<file path="src/rtl/pwm_duty_ramp_if.sv">
// Signal bundle between the duty-ramp controller and its driver:
// control inputs (en/target/fault) and the duty word and status it returns.
interface pwm_duty_ramp_if #(
  parameter int unsigned DUTY_W = 4
);
  logic              en;
  logic [DUTY_W-1:0] target;
  logic              fault;
  logic              fault_clr;
  logic [DUTY_W-1:0] duty;
  logic              period_tick;
  logic              at_target;
  logic [1:0]        state;

  modport master (
    output en, target, fault, fault_clr,
    input  duty, period_tick, at_target, state
  );

  modport slave (
    input  en, target, fault, fault_clr,
    output duty, period_tick, at_target, state
  );
endinterface

</file>
<file path="src/rtl/pwm_duty_ramp.sv">
// Slew-limited duty controller for the PWM: duty moves one step per STEP_DIV
// periods, only on period boundaries, with an immediate fault shutdown.
module pwm_duty_ramp #(
  parameter int unsigned DUTY_W   = 4,
  parameter int unsigned DUTY_MAX = 8,
  parameter int unsigned PERIOD   = 8,
  parameter int unsigned STEP_DIV = 4
) (
  input  logic clk,
  input  logic rst_n,
  pwm_duty_ramp_if.slave bus
);

  localparam int unsigned PCNT_W = (PERIOD   > 1) ? $clog2(PERIOD)   : 1;
  localparam int unsigned SDIV_W = (STEP_DIV > 1) ? $clog2(STEP_DIV) : 1;

  localparam logic [PCNT_W-1:0] PCNT_LAST = PCNT_W'(PERIOD - 1);
  localparam logic [SDIV_W-1:0] SDIV_LAST = SDIV_W'(STEP_DIV - 1);
  localparam logic [DUTY_W-1:0] DMAX      = DUTY_W'(DUTY_MAX);

  localparam logic [1:0] ST_IDLE  = 2'd0;
  localparam logic [1:0] ST_RAMP  = 2'd1;
  localparam logic [1:0] ST_HOLD  = 2'd2;
  localparam logic [1:0] ST_FAULT = 2'd3;

  logic [PCNT_W-1:0] pcnt;
  logic [SDIV_W-1:0] sdiv;
  logic [DUTY_W-1:0] duty_q;
  logic [1:0]        state_q;
  logic              tick;
  logic [DUTY_W-1:0] tgt_c;
  logic [DUTY_W-1:0] eff_tgt;
  logic [DUTY_W-1:0] duty_step;

  assign tick = (pcnt == PCNT_LAST);

  always_comb begin
    tgt_c   = (bus.target > DMAX) ? DMAX : bus.target;
    eff_tgt = bus.en ? tgt_c : '0;
    duty_step = duty_q;
    if (duty_q < eff_tgt) begin
      duty_step = duty_q + DUTY_W'(1);
    end else if (duty_q > eff_tgt) begin
      duty_step = duty_q - DUTY_W'(1);
    end
  end

  // Period counter runs in every state so it stays phase-locked to the PWM.
  always_ff @(posedge clk) begin
    if (!rst_n) begin
      pcnt <= '0;
    end else if (tick) begin
      pcnt <= '0;
    end else begin
      pcnt <= pcnt + PCNT_W'(1);
    end
  end

  always_ff @(posedge clk) begin
    if (!rst_n) begin
      state_q <= ST_IDLE;
      duty_q  <= '0;
      sdiv    <= '0;
    end else if (bus.fault) begin
      state_q <= ST_FAULT;
      duty_q  <= '0;
      sdiv    <= '0;
    end else begin
      case (state_q)
        ST_IDLE: begin
          duty_q <= '0;
          sdiv   <= '0;
          if (bus.en) begin
            state_q <= ST_RAMP;
          end
        end
        ST_RAMP: begin
          // Exits are checked before stepping so a boundary never overshoots.
          if (bus.en && (duty_q == eff_tgt)) begin
            state_q <= ST_HOLD;
          end else if (!bus.en && (duty_q == '0)) begin
            state_q <= ST_IDLE;
          end else if (tick) begin
            if (sdiv == SDIV_LAST) begin
              sdiv   <= '0;
              duty_q <= duty_step;
            end else begin
              sdiv <= sdiv + SDIV_W'(1);
            end
          end
        end
        ST_HOLD: begin
          if (duty_q != eff_tgt) begin
            state_q <= ST_RAMP;
            sdiv    <= '0;
          end else if (!bus.en && (duty_q == '0)) begin
            state_q <= ST_IDLE;
          end
        end
        default: begin
          duty_q <= '0;
          sdiv   <= '0;
          if (bus.fault_clr) begin
            state_q <= ST_IDLE;
          end
        end
      endcase
    end
  end

  assign bus.duty        = duty_q;
  assign bus.period_tick = tick;
  assign bus.at_target   = (state_q == ST_HOLD);
  assign bus.state       = state_q;

endmodule

</file>
<file path="src/flat_wrapper.sv">
// flat-port wrapper written by rule: the top's interface ports become plain ports
module pwm_duty_ramp_flat 
#(
  parameter int unsigned DUTY_W   = 4,
  parameter int unsigned DUTY_MAX = 8,
  parameter int unsigned PERIOD   = 8,
  parameter int unsigned STEP_DIV = 4
)
  (clk, rst_n, bus_en, bus_target, bus_fault, bus_fault_clr, bus_duty, bus_period_tick, bus_at_target, bus_state);
  pwm_duty_ramp_if #(.DUTY_W(DUTY_W)) bus_i ();
  input  logic clk;
  input  logic rst_n;
  input wire logic [$bits(bus_i.en)-1:0] bus_en;
  input wire logic [$bits(bus_i.target)-1:0] bus_target;
  input wire logic [$bits(bus_i.fault)-1:0] bus_fault;
  input wire logic [$bits(bus_i.fault_clr)-1:0] bus_fault_clr;
  output wire logic [$bits(bus_i.duty)-1:0] bus_duty;
  output wire logic [$bits(bus_i.period_tick)-1:0] bus_period_tick;
  output wire logic [$bits(bus_i.at_target)-1:0] bus_at_target;
  output wire logic [$bits(bus_i.state)-1:0] bus_state;
  assign bus_i.en = bus_en;
  assign bus_i.target = bus_target;
  assign bus_i.fault = bus_fault;
  assign bus_i.fault_clr = bus_fault_clr;
  assign bus_duty = bus_i.duty;
  assign bus_period_tick = bus_i.period_tick;
  assign bus_at_target = bus_i.at_target;
  assign bus_state = bus_i.state;
  pwm_duty_ramp #(.DUTY_W(DUTY_W), .DUTY_MAX(DUTY_MAX), .PERIOD(PERIOD), .STEP_DIV(STEP_DIV)) u_core (.clk(clk), .rst_n(rst_n), .bus(bus_i));
endmodule
</file>
<file path="config.mk">
export PLATFORM = sky130hd
export DESIGN_NAME = pwm_duty_ramp_flat
export DESIGN_NICKNAME = d
export VERILOG_FILES = /design/src/rtl/pwm_duty_ramp_if.sv /design/src/rtl/pwm_duty_ramp.sv /design/src/flat_wrapper.sv
export SDC_FILE = /design/constraint.sdc
export NUM_CORES = 1
export LEC_CHECK = 0
export BUFFER_PORTS_ARGS = -buffer_cell sky130_fd_sc_hd__buf_2
export CAP_MARGIN = 20
export CORE_MARGIN = 2
export CORE_UTILIZATION = 53
export CTS_CLUSTER_SIZE = 12
export DETAILED_ROUTE_END_ITERATION = 10
export PLACE_DENSITY = 0.86
export RECOVER_POWER = 25
export SETUP_SLACK_MARGIN = 0.4
export SYNTH_ARGS = -nofsm -noshare
export SYNTH_HDL_FRONTEND = slang
export SYNTH_SLANG_ARGS = --single-unit
</file>
<file path="constraint.sdc">
create_clock -name clk -period 3.2 [get_ports clk]
set_input_delay 0.16 -clock clk [delete_from_list [all_inputs] [get_ports clk]]
set_output_delay 0.16 -clock clk [all_outputs]
set_load 0.02 [all_outputs]
</file>
* Yosys cells after proc, flatten, opt, wreduce, memory -nomap -nowiden
Cells that the tools add are included.
** Storage, ports and cells
- Bits in registers :: 11
- Bits of input ports :: 9
- Output and inout bits :: 8
- Logic and storage cells :: 59
** Operators by class
- $add $sub $neg :: 4
- Magnitude comparators :: 3
- Equal/unequal tests :: 13
- Muxes and demuxes :: 22
- Bitwise logic cells :: 2
- Reduce and logical (&&, ||, !) cells :: 11
** Operators by type and width (number)
- 4-bit two-way mux :: 8
- 2-bit two-way mux :: 11
- 4-bit case mux with 2 select lines :: 1
- 2-bit != test (second input constant) :: 3
- 2-bit case mux with 3 select lines :: 1
- 6-bit AND reduction :: 1
- 5-bit nonzero test :: 1
- 4-bit by 1-bit adder with 4-bit output (second input constant) :: 1
- 2-bit equality test (second input constant) :: 2
- 4-bit equality test :: 1
- 4-bit > comparator :: 1
- 4-bit > comparator (second input constant) :: 1
- 4-bit logical NOT :: 1
- 4-bit less-than comparator :: 1
- 2-bit by 1-bit != test with 1-bit output (second input constant) :: 2
- 4-bit != test :: 1
- 2-bit case mux with 2 select lines :: 1
- 4-bit AND reduction :: 1
- 2-bit OR reduction :: 2
- 4-bit by 1-bit subtractor with 4-bit output (second input constant) :: 1
- 3-bit by 1-bit adder with 3-bit output (second input constant) :: 1
- 3-bit equality test (second input constant) :: 1
- 3-bit by 1-bit != test with 1-bit output (second input constant) :: 1
- 3-bit != test (second input constant) :: 1
- 7 further kinds :: 9

* Depth between registers and ports, before layout
Gate-level depths: netlist (run 1).
- Word-level depth :: 11
- Depth in mapped cells :: 13
- Gate-level depth less buffers :: 13

* Worst setup path after synthesis (run 1)
No wires, ideal clock.
- Kind :: register to register
- From :: reg u_core.duty_q[1] (netlist: u_core.bus.duty[1])
- To :: reg u_core.duty_q[3] (netlist: u_core.bus.duty[3])
- Arrival :: 2364 ps
- Data required time :: 3138 ps
- Setup slack :: 775 ps
- Cell stages (with the launch flop) :: 11
- Buffers on the path :: 0
- Cell sequence :: dfxtp_1 ha_1 nor2b_1 o211ai_1 nand2_1 ha_1 a21o_1 a21o_1 a21o_2 a211o_1 nand3_1
** On the way
- Cells in the longest elaborated chain, start to end :: 8
- Elaborated cells on any way between the ends :: 19
** RTL lines
- start: declaration :: RTL line pwm_duty_ramp.sv:28 : logic [DUTY_W-1:0] duty_q;
- start signal: assignment :: RTL line pwm_duty_ramp.sv:86 : duty_q <= duty_step;
- 4-bit by 1-bit subtractor with 4-bit output :: RTL line pwm_duty_ramp.sv:44 : duty_step = duty_q - DUTY_W'(1);
- 4-bit two-way mux :: RTL line pwm_duty_ramp.sv:43 : end else if (duty_q > eff_tgt) begin
- 4-bit two-way mux :: RTL line pwm_duty_ramp.sv:41 : if (duty_q < eff_tgt) begin
- 4-bit two-way mux :: RTL line pwm_duty_ramp.sv:84 : if (sdiv == SDIV_LAST) begin
- 4-bit two-way mux :: RTL line pwm_duty_ramp.sv:83 : end else if (tick) begin
- 4-bit two-way mux :: RTL line pwm_duty_ramp.sv:81 : end else if (!bus.en && (duty_q == '0)) begin
- 4-bit two-way mux :: RTL line pwm_duty_ramp.sv:79 : if (bus.en && (duty_q == eff_tgt)) begin
- 4-bit case mux with 2 select lines :: RTL line pwm_duty_ramp.sv:69 : case (state_q)
Parallel ways exist; a longest one is shown, timed or not. The select of a mux whose other input is x is not followed.
A chain may end at the register's enable or synchronous reset.

* Worst setup path after layout (run 1)
Ends and elaborated chain as after synthesis.

==> metrics.txt, run 1 <==
post-synthesis sequential area ratio 0.2627; GRT Overall Usage 0.2182; Detail Route Antenna Nets 0; Final Hold Fails 0; setup_tns 0 ns; dpl hpwl approximately 1400 um; async set or reset register ratio after synthesis 0; Final Cycle Share 0.7909; # diodes 0; RSZ-0062 raised after global routing false; final critical-path required period 2.531 ns; Bufs on Longest Clock Path 2; Chip Width approximately 44 um; depth of the worst register-to-register path 10; post-cts resize count 0; Worst-Skew Late Latency roughly 0.28 ns; dpl cells approximately 130; Worst-Margin Slew approximately 0.36 ns; element type at the critical path end flop; Finished Layout Cells 130; hold bufs inserted after CTS 0; 1st-pass router iterations 4; synth unique cells 40; FMAX about 400 MHz; critical path launch point type flop; port bufs 16; Lkg Pwr about 0.43 nW; synthesized instance count 96; total power 0.3141 mW; leading area contributor after synthesis dfxtp_1; fin nets between 100 and 150; die area 0.001916 sq mm; peak supply drop 0.2526 mV; worst relative slew slack 0.7605; TritonCTS Buffers 3; clock root cell clkbuf_4; largest net degree at the start of global routing 13; top post-synthesis cells by area dfxtp_1, ha_1, nand2_1, nand3_1, nor2_1; # DRC 0; Seq cells post-synth 11; PwrDens about 330 mW/mm^2; GPL Wtd Cong approximately 0.86; share of cells above drive strength 1 0.2018; post-synth top area share 0.2627; DRT Wirelength between 1500 and 2000 um; postcts setup bufs 0; num rows 14; cells along the critical path ha_1 -> nor2b_1 -> o211ai_1 -> nand2_1 -> ha_1 -> a21o_1 -> a21o_1 -> a21o_2 -> a211o_1 -> nand3_1; WP data arrival 2.76 ns; outcome complete, no violations; Top FF cell, synth dfxtp_1; CP max stage cell dfxtp_1; min-delay worst type in -> reg; critical path peak fanout 7; number of global-route vias before repair roughly 700; Via Count 770; global-route wire length before repair ~3100 um; Post-synth EDFFs 0; synthesized cell area between 800 and 900 sq um; H-tree depth 1; die height 43.77 um; setup violators final 0; Worst R2R Setup Slack approximately 0.67 ns; Worst Skew roughly 0.0013 ns; clock slew at reported path FFs approximately 0.07 ns; Crit Path Class reg -> reg; Synth Warn # 0; clk sinks 11; initial antenna violation count 0; Wirelength per Cell 13.68 um; critical path's largest stage delay between 0.4 and 0.5 ns; starting DRC count in detailed routing 20; Area Overhead vs Synth 11.94%; mean post-synth cell area 8.732 sq um; fin. max-slew vios 0; CP startpoint u_core.bus.duty[1]$_SDFFE_PP0P_; Max-cap violations 0; RR Startpoint u_core.bus.duty[1]$_SDFFE_PP0P_; worst setup path end u_core.bus.duty[3]$_SDFFE_PP0P_; RR Endpoint u_core.bus.duty[3]$_SDFFE_PP0P_; vias per std cell between 5 and 6; CTS tree built; I/O pin total 17; syn_nets about 120; total global routing overflow 0; Initial Util 0.5630; Core ar. 0.001489 sq mm; Critical Path RT 3.42 ns
## kinds of logic (layout without fill, tap and decap cells)
kind of cell | count (synthesis) | count (layout) | synth area share
AND/OR/NAND/NOR | 42 | 42 | 0.2851
adder cells (fa/ha/maj) | 10 | 10 | 0.1582
buffers and inverters | 7 | 25 | 0.04924
multiplexers | 2 | 2 | 0.02388
AO/OA/AOI/OAI | 22 | 22 | 0.2000
XOR/XNOR | 2 | 2 | 0.02090
flip-flops | 11 | 11 | 0.2627
## worst min path at each step
stage / from / endpoint / slack [ns] / depth (start not counted)
finish: bus_fault / u_core.bus.state[1]$_SDFFE_PN0P_ / 0.15 / 2
floorplan: rst_n / u_core.bus.state[0]$_SDFFE_PN0P_ / 0.29 / 1
detailed placement: bus_fault / u_core.bus.state[1]$_SDFFE_PN0P_ / 0.44 / 2
CTS: bus_fault / u_core.bus.state[1]$_SDFFE_PN0P_ / 0.15 / 2
global placement: u_core.pcnt[0]$_SDFF_PP0_ / u_core.pcnt[0]$_SDFF_PP0_ / 0.42 / 1
global route: bus_fault / u_core.bus.state[1]$_SDFFE_PN0P_ / 0.16 / 2
## synth_stat cells (2+ instances only)
cell type	number
ha_1	9
nand2_1	9
a31oi_1	2
and2_1	2
a21oi_1	4
o31a_1	2
nand3_1	6
o221ai_1	2
nor2b_1	2
dfxtp_1	11
a21o_1	2
or3_1	2
nor2_1	7
inv_1	4
nor3_1	2
mux2i_1	2
buf_6	2
and3b_1	2
o211ai_1	2
or2b_1	2
## metrics by stage
stage,util,area [sq um],hold slack (ns),worst slack [ns]
finish,0.6303,938.4,0.1465,0.6690
global placement,0.6151,915.9,0.4197,0.6872
CTS,0.6328,942.2,0.1499,0.6475
detailed placement,0.6151,915.9,0.4391,0.5282
floorplan,-,838.3,0.2879,0.7749
global route,0.6303,938.4,0.1590,0.5187
## critical path: cells and delay by family, from the launching register on
| family | cells | cell delay [ns] |
|---|---|---|
| simple gates | 3 | 0.35 |
| compound gates | 5 | 1.04 |
| flops | 1 | 0.48 |
| fa+ha+maj | 2 | 0.61 |
## cell type report
class | count | area [sq um]
clock buffer | 4 | 26.28
fill | 140 | 550.5
inverter | 5 | 18.77
multi-input combinational | 78 | 576.8
sequential | 11 | 220.2
tap | 16 | 20.02
timing repair buffer | 16 | 76.32
## layer usage
layer  track usage  share of wire
met5             0              0
met4        0.1455          0.039
met3       0.02500          0.057
met2        0.3471           0.45
met1        0.2748           0.45
## cells in the final DEF, fill, tap and decap left out, drive strengths merged, types with 2 or more instances in the layout
cell	instances
or2b	2
o31a	2
a31oi	2
ha	9
nor2b	2
and3b	2
clkbuf	7
nor3	2
nand3	6
dfxtp	11
o221ai	2
o211ai	2
nand2	9
nor2	8
or3	2
mux2i	2
and2	2
a21o	3
o21ai	2
a21oi	5
inv	4
buf	13
## state kept, by name (all words and copies together), names as in the netlist
signal,flops
u_core.bus.duty,4
u_core.pcnt,3
u_core.bus.state,2
u_core.sdiv,2
## power by group
group	switching (mW)	internal, mW	total (mW)
Combinational	0.0364	0.0272	0.0636
Sequential	0.00715	0.143	0.150
Clock	0.0522	0.0484	0.101
Total	0.0957	0.218	0.314
(Power assumes the default switching activity.)
==> inputs of run 2 (changes only) <==
==> constraint.sdc (replaced) <==
create_clock -name clk -period 2.4 [get_ports clk]
set_input_delay 0.12 -clock clk [delete_from_list [all_inputs] [get_ports clk]]
set_output_delay 0.12 -clock clk [all_outputs]
set_load 0.02 [all_outputs]
==> metrics.txt, run 2 (synthesis gave the netlist of run 1 again) <==
outcome complete, no violations; Worst Skew 0.001209 ns (-0.00004766 ns); global-route wire length before repair 3236 um (+5.4%); Core ar. 0.001489 sq mm (unchanged); final critical-path required period 2.219 ns (-0.3125 ns); Area Overhead vs Synth 26.87%; fin. max-slew vios 0 (unchanged); critical path launch point type flop; peak supply drop 0.3554 mV (+41%); Bufs on Longest Clock Path 2 (unchanged); num rows 14 (unchanged); Final Cycle Share 0.9244 (+0.1334); # DRC 0 (unchanged); port bufs 16 (unchanged); clock root cell clkbuf_4; design area 0.001064 sq mm (+13%); total global routing overflow 0 (unchanged); initial antenna violation count 0 (unchanged); PwrDens 396.2 mW/mm^2 (+18%); die height 43.77 um (unchanged); critical path's largest stage delay 0.35 ns (-0.13 ns); Critical Path RT 2.61 ns (-0.81 ns); setup violators final 0 (unchanged); Worst-Skew Late Latency 0.26 ns (-0.02 ns); I/O pin total 17 (unchanged); cells along the critical path ha_4 -> nor2b_1 -> o211ai_1 -> nand2_1 -> buf_4 -> ha_1 -> a21o_1 -> a21o_2 -> a211o_1 -> nand3_1; Max-cap violations 0 (unchanged); die area 0.001916 sq mm (unchanged); min-delay worst type in -> reg; Largest register FFs 4 (unchanged); most common cell after layout, fill and taps aside buf_2; Wirelength per Cell 13.66 um (-0.20%); fin nets 144 (+7.5%); H-tree depth 1 (unchanged); Detail Route Antenna Nets 0 (unchanged); critical path peak fanout 2 (-5); starting DRC count in detailed routing 16 (-20%); Final Hold Fails 0 (unchanged); CP max stage cell dfxtp_4; Chip Width 43.77 um (unchanged); Placement Cell Area 967.2 sq um (+5.6%); Lkg Pwr 0.4742 nW (+11%); GPL Wtd Cong 0.8315 (-3.5%); commonest non-fill, non-tap cells in the layout buf_2, buf_4, nand2_1, dfxtp_1; FMAX 450.8 MHz (+14%); largest net degree at the start of global routing 13 (unchanged); total power 0.4214 mW (+34%); Worst-Margin Slew 0.3847 ns (+0.02594 ns); TritonCTS Buffers 3 (unchanged); clk sinks 11 (unchanged); vias per std cell 5.764 (-2.7%); DRT Wirelength 1912 um (+7.5%); CTS tree built; 1st-pass router iterations 4 (unchanged); dpl hpwl 1468 um (+4.5%); clock slew at reported path FFs 0.07 ns (about the same); number of global-route vias before repair 746 (+6.7%); share of cells above drive strength 1 0.3548 (+0.1531); # diodes 0 (unchanged); Initial Util 0.5630 (unchanged); GRT Overall Usage 0.2302 (+0.01194); Crit Path Class reg -> reg; hold bufs inserted after CTS 0 (unchanged); element type at the critical path end flop; RSZ-0062 raised after global routing true; WP data arrival 2.42 ns (-0.34 ns); worst relative slew slack 0.7432 (-0.01732); Via Count 807 (+4.8%)
[run 2: stage by stage]
step / TNS [ns] / setup WS [ns] / hold slack, ns / utilization / instances
floorplan: 0 / 0.1881 / 0.2479 / - / 96
global placement: 0 / 0.07775 / 0.3855 / 0.6496 / 130
detailed placement: -0.03106 / -0.03106 / 0.3944 / 0.6496 / 130
CTS: 0 / 0.1930 / 0.1163 / 0.7000 / 137
global route: 0 / 0.06132 / 0.1322 / 0.7143 / 140
finish: 0 / 0.1815 / 0.1250 / 0.7143 / 140
[run 2: critical path: cells and delay by family (launching register included)]
| kind | cells | cell delay (ns) |
|---|---|---|
| and+or+nand+nor | 3 | 0.29 |
| adders and majority gates | 2 | 0.51 |
| DFF | 1 | 0.35 |
| AOI/OAI and AO/OA | 4 | 0.86 |
| buffers and inverters | 1 | 0.15 |
[run 2: what timing repair did]
action / CTS / global route
resized for setup: 8 / 2
buffers inserted: 3 / 3
gates cloned: 0 / 0
setup endpoints to repair: 4 / 3
pin swaps: 8 / 5
[run 2: per-layer routing]
| layer | GRT usage | routed length (um) |
|---|---|---|
| met3 | 0.03750 | 78 |
| met5 | 0 | 0 |
| met2 | 0.3706 | 908 |
| met4 | 0.1212 | 68 |
| met1 | 0.2926 | 857 |
[run 2: final timing paths]
path                                                       from                          endpoint  slack, ns  cells past startpoint
worst max-delay path            u_core.bus.duty[1]$_SDFFE_PP0P_   u_core.bus.duty[3]$_SDFFE_PP0P_       0.18                     10
worst min-delay path                                  bus_fault  u_core.bus.state[1]$_SDFFE_PN0P_       0.12                      2
worst max register to register  u_core.bus.duty[1]$_SDFFE_PP0P_   u_core.bus.duty[3]$_SDFFE_PP0P_       0.18                     10
worst min register to register        u_core.pcnt[0]$_SDFF_PP0_         u_core.pcnt[0]$_SDFF_PP0_       0.44                      1
[run 2: power by group]
group | switching, mW | leakage [nW] | internal, mW
logic | 0.0532 | 0.366 | 0.0489
registers | 0.00957 | 0.0929 | 0.187
clock network | 0.0583 | 0.0150 | 0.0643
total | 0.121 | 0.474 | 0.300
[run 2: area by class of cell]
class                   instances  area [sq um]
clock buffers                   4         26.28
flip-flops and latches         11         232.7
repair buffers                 26         150.1
inverters                       5         21.27
multi-input cells              78         613.1
well taps                      16         20.02
fillers                       119         425.4
